### src/rtl/key_pulse_pkg.sv
// Shared types and constants for the key pulse generator: channel state
// encoding, default timing at 100 MHz and the key_code width helper.
package key_pulse_pkg;

    typedef enum logic [1:0] {
        WAIT_LOW = 2'd0,
        IDLE     = 2'd1,
        PRESS    = 2'd2,
        REPEAT   = 2'd3
    } chan_state_t;

    // 0.5 s before the first repeat, then 0.1 s between repeats, at 100 MHz.
    localparam int DEFAULT_HOLD_CYCLES   = 50_000_000;
    localparam int DEFAULT_REPEAT_CYCLES = 10_000_000;

    function automatic int code_width(input int n);
        return (n > 1) ? $clog2(n) : 1;
    endfunction

endpackage

### src/rtl/key_channel.sv
// One button channel: two-flop resynchroniser, press/hold/repeat FSM and the
// shared hold/repeat counter. o_fire is the strobe the top level registers.
module key_channel
    import key_pulse_pkg::*;
#(
    parameter int HOLD_CYCLES   = DEFAULT_HOLD_CYCLES,
    parameter int REPEAT_CYCLES = DEFAULT_REPEAT_CYCLES
) (
    input  logic clk,
    input  logic rst,
    input  logic i_key_lvl,
    input  logic i_enable,
    output logic o_fire,
    output logic o_held
);

    localparam int CNT_W = $clog2(HOLD_CYCLES);
    localparam logic [CNT_W-1:0] HOLD_LAST   = CNT_W'(HOLD_CYCLES - 1);
    localparam logic [CNT_W-1:0] REPEAT_LAST = CNT_W'(REPEAT_CYCLES - 1);

    logic             r_sync1;
    logic             r_sync2;
    logic [1:0]       r_warm;
    chan_state_t      r_state;
    logic [CNT_W-1:0] r_cnt;
    logic             r_held;
    logic             w_s;

    assign w_s    = r_sync2;
    assign o_held = r_held;

    // Release wins over an expiry on the same edge because w_s gates every term.
    assign o_fire = i_enable && w_s &&
                    ((r_state == IDLE) ||
                     ((r_state == PRESS)  && (r_cnt == HOLD_LAST)) ||
                     ((r_state == REPEAT) && (r_cnt == REPEAT_LAST)));

    always_ff @(posedge clk) begin
        if (rst) begin
            r_sync1 <= 1'b0;
            r_sync2 <= 1'b0;
            r_warm  <= 2'b00;
            r_state <= WAIT_LOW;
            r_cnt   <= '0;
            r_held  <= 1'b0;
        end else begin
            r_sync1 <= i_key_lvl;
            r_sync2 <= r_sync1;
            // The synchroniser holds reset zeros for two edges; a key held
            // through reset must not be mistaken for a release during that time.
            r_warm  <= {r_warm[0], 1'b1};
            if (!i_enable) begin
                r_state <= WAIT_LOW;
                r_cnt   <= '0;
                r_held  <= 1'b0;
            end else begin
                case (r_state)
                    WAIT_LOW: begin
                        if (!w_s && r_warm[1]) r_state <= IDLE;
                    end
                    IDLE: begin
                        if (w_s) begin
                            r_state <= PRESS;
                            r_cnt   <= '0;
                        end
                    end
                    PRESS: begin
                        if (!w_s) begin
                            r_state <= IDLE;
                            r_cnt   <= '0;
                        end else if (r_cnt == HOLD_LAST) begin
                            r_state <= REPEAT;
                            r_held  <= 1'b1;
                            r_cnt   <= '0;
                        end else begin
                            r_cnt <= r_cnt + 1'b1;
                        end
                    end
                    REPEAT: begin
                        if (!w_s) begin
                            r_state <= IDLE;
                            r_held  <= 1'b0;
                            r_cnt   <= '0;
                        end else if (r_cnt == REPEAT_LAST) begin
                            r_cnt <= '0;
                        end else begin
                            r_cnt <= r_cnt + 1'b1;
                        end
                    end
                    default: r_state <= WAIT_LOW;
                endcase
            end
        end
    end

endmodule

### src/rtl/key_pulse_gen.sv
// Turns debounced button levels into single-cycle command pulses with
// hold-to-repeat, plus a lowest-index-wins key code.
module key_pulse_gen
    import key_pulse_pkg::*;
#(
    parameter int N_KEYS        = 4,
    parameter int HOLD_CYCLES   = DEFAULT_HOLD_CYCLES,
    parameter int REPEAT_CYCLES = DEFAULT_REPEAT_CYCLES
) (
    input  logic                              clk,
    input  logic                              rst,
    input  logic [N_KEYS-1:0]                 key_lvl,
    input  logic                              enable,
    output logic [N_KEYS-1:0]                 pulse,
    output logic [N_KEYS-1:0]                 held,
    output logic                              key_valid,
    output logic [code_width(N_KEYS)-1:0]     key_code
);

    localparam int CODE_W = code_width(N_KEYS);

    logic [N_KEYS-1:0] w_fire;
    logic [CODE_W-1:0] w_code;
    logic [N_KEYS-1:0] r_pulse;
    logic              r_key_valid;
    logic [CODE_W-1:0] r_key_code;

    genvar gi;
    generate
        for (gi = 0; gi < N_KEYS; gi++) begin : g_chan
            key_channel #(
                .HOLD_CYCLES   (HOLD_CYCLES),
                .REPEAT_CYCLES (REPEAT_CYCLES)
            ) u_chan (
                .clk       (clk),
                .rst       (rst),
                .i_key_lvl (key_lvl[gi]),
                .i_enable  (enable),
                .o_fire    (w_fire[gi]),
                .o_held    (held[gi])
            );
        end
    endgenerate

    // Scan downward so the lowest set index is the last one written.
    always_comb begin
        w_code = '0;
        for (int i = N_KEYS - 1; i >= 0; i--) begin
            if (w_fire[i]) w_code = CODE_W'(i);
        end
    end

    always_ff @(posedge clk) begin
        if (rst) begin
            r_pulse     <= '0;
            r_key_valid <= 1'b0;
            r_key_code  <= '0;
        end else begin
            r_pulse     <= w_fire;
            r_key_valid <= |w_fire;
            r_key_code  <= w_code;
        end
    end

    assign pulse     = r_pulse;
    assign key_valid = r_key_valid;
    assign key_code  = r_key_code;

endmodule

### config.mk
export PLATFORM = sky130hd
export DESIGN_NAME = key_pulse_gen
export DESIGN_NICKNAME = d
export VERILOG_FILES = /design/src/rtl/key_pulse_pkg.sv /design/src/rtl/key_channel.sv /design/src/rtl/key_pulse_gen.sv
export SDC_FILE = /design/constraint.sdc
export NUM_CORES = 1
export LEC_CHECK = 0
export CORE_UTILIZATION = 58
export CTS_CLUSTER_DIAMETER = 30
export DETAILED_ROUTE_END_ITERATION = 8
export PLACE_DENSITY = 0.75
export SLEW_MARGIN = 15
export SYNTH_ARGS = -nofsm -noshare
export SYNTH_HDL_FRONTEND = slang
export SYNTH_SLANG_ARGS = --single-unit
### constraint.sdc
create_clock -name clk -period 3.04 [get_ports clk]
set_clock_uncertainty 0.15 [all_clocks]
set_input_delay 0.608 -clock clk [delete_from_list [all_inputs] [get_ports clk]]
set_output_delay 0.608 -clock clk [all_outputs]
set_load 0.01 [all_outputs]
==> results of run 1 <==
==> registers in the layout, summed over array words and instances, names as in the netlist <==
register and flops:
g_chan.u_chan.r_cnt 104, g_chan.u_chan.o_held 4, key_code 2, pulse 4, g_chan.u_chan.r_sync2 4, key_valid 1, g_chan.u_chan.r_warm 2, g_chan.u_chan.r_sync1 4
g_chan.u_chan.r_state 8
==> through the flow <==
step,util (%),setup slack (ns),total power [W],instances,hold slack [ns]
4_1_cts,68.7,0.222,0.00404,1024,0.301
5_1_grt,68.7,0.149,0.00412,1024,0.311
3_3_place_gp,63.3,0.366,0.00189,992,0.273
2_1_floorplan,-,0.632,0.00186,851,0.264
6_report,68.7,0.298,0.00400,1024,0.295
3_5_place_dp,63.3,0.259,0.00190,992,0.280
==> layout make-up <==
| class | count | area, um2 | share of cell area [%] |
|---|---|---|---|
| inverter | 27 | 101 | 1.27 |
| clock inverter | 8 | 120 | 1.51 |
| timing repair buffer | 38 | 328 | 4.12 |
| sequential | 133 | 2660 | 33.5 |
| tap | 143 | 179 | 2.25 |
| clock buffer | 24 | 502 | 6.31 |
| multi-input combinational | 651 | 4060 | 51.0 |
==> worst paths after layout <==
path | cells past startpoint | to | start | slack (ns)
setup / recovery | 8 | g_chan[0].u_chan.r_cnt[17] | g_chan[0].u_chan.r_cnt[0] | 0.30
hold / removal | 1 | g_chan[1].u_chan.r_sync2 | g_chan[1].u_chan.r_sync1 | 0.30
setup reg to reg | 8 | g_chan[0].u_chan.r_cnt[17] | g_chan[0].u_chan.r_cnt[0] | 0.30
hold reg to reg | 1 | g_chan[1].u_chan.r_sync2 | g_chan[1].u_chan.r_sync1 | 0.30
==> cells in the mapped netlist, types with 24 or more instances <==
library cell  number  area [um2]
inv_1             27         101
nor2_1            98         368
xnor2_1           29         254
clkbuf_1          24        90.1
nand4_1           27         169
ha_1              24         300
nand2_1           89         334
dfxtp_1          133        2660
a311oi_1          26         228
a21oi_1           41         205
nand3_1           46         230
xor2_1            28         245
==> power by group through the flow <==
stage	Clock (W)	Combinational, W	Sequential (W)
final	0.00214	0.000101	0.00176
after floorplan	0	0.0000674	0.00180
after CTS	0.00218	0.000100	0.00176
after global routing	0.00224	0.000110	0.00176
after global placement	0	0.0000948	0.00180
after detailed placement	0	0.0000990	0.00180
==> critical path: stages (launching register included) <==
cell and delay [ns]:
dfxtp_1 0.38, ha_1 0.24, nand2_1 0.12, or4b_1 0.57
nor3_2 0.39, o21ai_4 0.30, buf_4 0.25, a21oi_1 0.14
a311oi_1 0.07
==> kinds of logic after synthesis <==
| group | after synthesis | synth area share (%) |
|---|---|---|
| DFF | 133 | 38.0 |
| AOI/OAI and AO/OA | 160 | 15.5 |
| muxes | 1 | 0.143 |
| xor gates and xnor gates | 57 | 7.13 |
| buffers and inverters | 67 | 4.18 |
| and+or+nand+nor | 409 | 30.7 |
| adders and majority gates | 24 | 4.29 |
==> layer usage <==
metal,routed length (um),track usage [%],vias to the layer above
met3,673,5.28,23
met1,7300,33.9,2971
met4,220,9.64,0
met5,0,0,-
met2,7640,43.3,162
li1,-,-,3127
==> impl_metrics.json, run 1 <==
{
  "status": "finished clean",
  "yosys_warnings": 0,
  "vias": 6283,
  "place_congestion": 0.881,
  "async_reset_ff_share_pct": 0,
  "drtIter0Drc": 508,
  "areaGrowthSynthToFinish_pct": 13.6,
  "cts_sinks": 133,
  "p_per_area_nw_per_um2": 504,
  "grt.total_usage_pct": 26.2,
  "grt_pass1_vias": 5861,
  "ant_nets": 0,
  "irDropWorstVdd_mv": 0.477,
  "ys_seq_elements": 133,
  "portBuffers": 17,
  "fmax_mhz": 365,
  "cp.arrival_ns": 2.88,
  "p_leak_nw": 2.51,
  "finalHoldViolations": 0,
  "htree_levels": 4,
  "first_pass_iters": 5,
  "start_util_pct": 60.5,
  "cts_setup_buffers": 0,
  "hold_class": "reg -> reg",
  "crit_fanout": 32,
  "overflow": 0,
  "nFillCells": 917,
  "p_clk_share_pct": 53.5,
  "cts-root-buf": "clkbuf_16",
  "cap_violations": 0,
  "dp_hpwl_um": 11000,
  "slew_headroom_pct": 49.2,
  "die_x_um": 112,
  "clk_pin_slew_ns": 0.06,
  "antenna_found_initial": 0,
  "crit_type": "reg -> reg",
  "synth_nets": 882,
  "crit_required_ns": 3.18,
  "layout_commonest_cell": "dfxtp_1",
  "drc": 0,
  "wl_per_cell_um": 15.5,
  "sw_frac_of_total_pct": 20.5,
  "cts.path.max_buffers": 2,
  "crit_path_end_kind": "register",
  "maxSlewViolCount": 0,
  "diodes": 0,
  "place_area_um2": 7320,
  "drive_gt1_share_pct": 7.72,
  "p_switching_w": 0.000820,
  "avgViaCountPerCell": 6.14,
  "cts-hold-fix-buffers": 0,
  "tightest_slew_ns": 0.759,
  "ys_seq_area_share_pct": 38.0,
  "syn_inst": 851,
  "post_cts_resized": 0,
  "io_pins": 18,
  "avgSynthCellArea_um2": 8.22,
  "fin_tns_setup_ns": 0,
  "comb_power_share_pct": 2.5,
  "seqPwrFrac_pct": 44.0,
  "die-area_um2": 12500,
  "core-area_um2": 11600,
  "cts_tree": "done",
  "yosys_most_used_dff": "dfxtp_1",
  "synth_cell_types": 65,
  "grt_max_degree": 33,
  "fin_area_um2": 7950,
  "worstSkewPairLatency_ns": 0.42,
  "internal_power_w": 0.00318,
  "start_kind": "register",
  "period_share_pct": 90.2,
  "routed_wl_um": 15800,
  "grt_pass1_wl_um": 27000,
  "setup_viol_count_final": 0,
  "rsz0062_at_grt": "false",
  "period_minus_slack_ns": 2.74,
  "cts-buffers-inserted": 17,
  "synth-edff-count": 0,
  "synth_area_um2": 7000,
  "num_rows": 39,
  "layout.nets": 899,
  "final_cell_mix": "dfxtp_1, nor2_1, nand2_1",
  "fp.dieH_um": 112
}
Note: power is estimated with default switching activity, not from simulation.
==> inputs of run 2 (changes only) <==
CORE_MARGIN = 10   (was unset)
SLEW_MARGIN = unset   (was 15)
==> run 2 against run 1 <==
Against the previous run: total power grew 8.0%; count of clock-buffer cells in the layout shrank 4; via count grew 1.3%; setup slack lost 0.058 ns; clock power grew 15%; final cell count grew 0.39%; routed wire length grew 3.5%; die area grew 35%; combinational power is essentially flat; global-route usage shrank 6.3 points; hold slack lost 0.0060 ns; sequential power is essentially flat.
==> impl_metrics.json, run 2 (synthesis results as in run 1) <==
{
  "min_path_cells": 1,
  "tightest_slew_ns": 0.821,
  "slew_headroom_pct": 45.1,
  "drive_gt1_share_pct": 7.95,
  "hp-start": "g_chan[2].u_chan.r_warm[0]",
  "cts_setup_buffers": 0,
  "io_pins": 18,
  "worstSkewPairLatency_ns": 0.43,
  "ant_nets": 0,
  "period_share_pct": 92.1,
  "maxSlewViolCount": 0,
  "areaGrowthSynthToFinish_pct": 15.0,
  "clk_pin_slew_ns": 0.06,
  "post_cts_resized": 0,
  "irDropWorstVdd_mv": 0.484,
  "grt_pass1_vias": 5943,
  "critPathTopFamily": "simple AND/OR/NAND/NOR gates",
  "crit_type": "reg -> reg",
  "grt_pass1_wl_um": 27700,
  "start_kind": "register",
  "p_per_area_nw_per_um2": 538,
  "holdPathEnd": "g_chan[3].u_chan.r_warm[1]",
  "cts_tree": "done",
  "crit_fanout": 33,
  "fmax_mhz": 357,
  "hold_class": "reg -> reg",
  "overflow": 0,
  "slowest_delay_ns": 0.61,
  "grt_max_degree": 34,
  "layout_commonest_cell": "dfxtp_1",
  "crit_required_ns": 3.18,
  "rsz0062_at_grt": "false",
  "wl_per_cell_um": 16.0,
  "period_minus_slack_ns": 2.80,
  "fp.dieH_um": 130,
  "cp_slowest_cell": "or4b_1",
  "cts.path.max_buffers": 2,
  "reg2reg_from": "g_chan[0].u_chan.r_cnt[0]",
  "die-area_um2": 16900,
  "cap_violations": 0,
  "layout.cells.non_filler": 1028,
  "cts-root-buf": "clkbuf_16",
  "reg2reg_to": "g_chan[0].u_chan.r_cnt[17]",
  "vias": 6366,
  "cts_sinks": 133,
  "drtIter0Drc": 599,
  "htree_levels": 4,
  "die_x_um": 130,
  "layout.nets": 899,
  "portBuffers": 17,
  "setup_viol_count_final": 0,
  "p_leak_nw": 2.55,
  "cp_cell_sequence": "ha_1 > nand2_1 > or4b_1 > nor3_2 > o21ai_4 > buf_4 > a21oi_1 > a311oi_1",
  "num_rows": 40,
  "grt.total_usage_pct": 19.9,
  "start_util_pct": 58.8,
  "place_congestion": 0.912,
  "routed_wl_um": 16400,
  "cts-hold-fix-buffers": 0,
  "diodes": 0,
  "core-area_um2": 11900,
  "largest_reg_flops": 104,
  "cts-buffers-inserted": 17,
  "finalHoldViolations": 0,
  "fin_tns_setup_ns": 0,
  "regMostFlops": "g_chan.u_chan.r_cnt",
  "antenna_found_initial": 0,
  "crit_path_end_kind": "register",
  "worstRegToRegCells": 8,
  "status": "finished clean",
  "r2r_setup_slack_ns": 0.24,
  "cp.arrival_ns": 2.94,
  "utilization_pct": 67.6,
  "placed_cells_incl_taps": 996,
  "dp_hpwl_um": 11300,
  "reg.largest.list": "g_chan.u_chan.r_cnt: 104 flops, g_chan.u_chan.r_state: 8 flops",
  "whs_ns": 0.289,
  "first_pass_iters": 6,
  "final_cell_mix": "dfxtp_1, nor2_1, nand2_1",
  "cp.buffers_inverters": 1,
  "drc": 0,
  "avgViaCountPerCell": 6.19
}
==> run 2: final cells by class <==
| type | instances | area, um2 |
|---|---|---|
| Tap cell | 147 | 184 |
| Fill cell | 949 | 3860 |
| Inverter | 27 | 101 |
| Clock inverter | 12 | 248 |
| Clock buffer | 20 | 467 |
| Timing Repair Buffer | 38 | 328 |
| Multi-Input combinational cell | 651 | 4060 |
| Sequential cell | 133 | 2660 |
==> run 2: how the worst max path moves through the flow <==
stage / start / endpoint / slack (ns) / depth (start not counted)
after detailed placement: g_chan[0].u_chan.r_cnt[0] / g_chan[0].u_chan.r_cnt[17] / 0.24 / 8
after CTS: g_chan[0].u_chan.r_cnt[0] / g_chan[0].u_chan.r_cnt[17] / 0.21 / 8
after global routing: g_chan[0].u_chan.r_cnt[0] / g_chan[0].u_chan.r_cnt[17] / 0.06 / 8
after global placement: g_chan[0].u_chan.r_cnt[0] / g_chan[0].u_chan.r_cnt[17] / 0.35 / 8
after floorplan: g_chan[2].u_chan.r_cnt[11] / g_chan[2].u_chan.r_cnt[22] / 0.63 / 8
final: g_chan[0].u_chan.r_cnt[0] / g_chan[0].u_chan.r_cnt[17] / 0.24 / 8
==> run 2: power by group <==
| group | internal [W] | total [W] | switching [W] |
|---|---|---|---|
| Sequential | 0.00175 | 0.00176 | 0.0000100 |
| Clock | 0.00169 | 0.00246 | 0.000778 |
| Combinational | 0.0000381 | 0.0000999 | 0.0000618 |
==> run 2: metal layers <==
metal / part of all wire (%) / global-route usage, % / vias up
li1: - / - / 3133
met1: 45 / 24.4 / 3030
met2: 48 / 33.2 / 174
met3: 4.9 / 5.23 / 29
met4: 1.6 / 6.75 / 0
met5: 0 / 0 / -
==> run 2: stage by stage <==
| step | setup WS [ns] | power [W] | cell area (um2) |
|---|---|---|---|
| global route | 0.0603 | 0.00445 | 8050 |
| CTS | 0.207 | 0.00436 | 8040 |
| global placement | 0.353 | 0.00189 | 7330 |
| floorplan | 0.632 | 0.00186 | 7000 |
| detailed placement | 0.242 | 0.00190 | 7330 |
| finish | 0.240 | 0.00433 | 8050 |
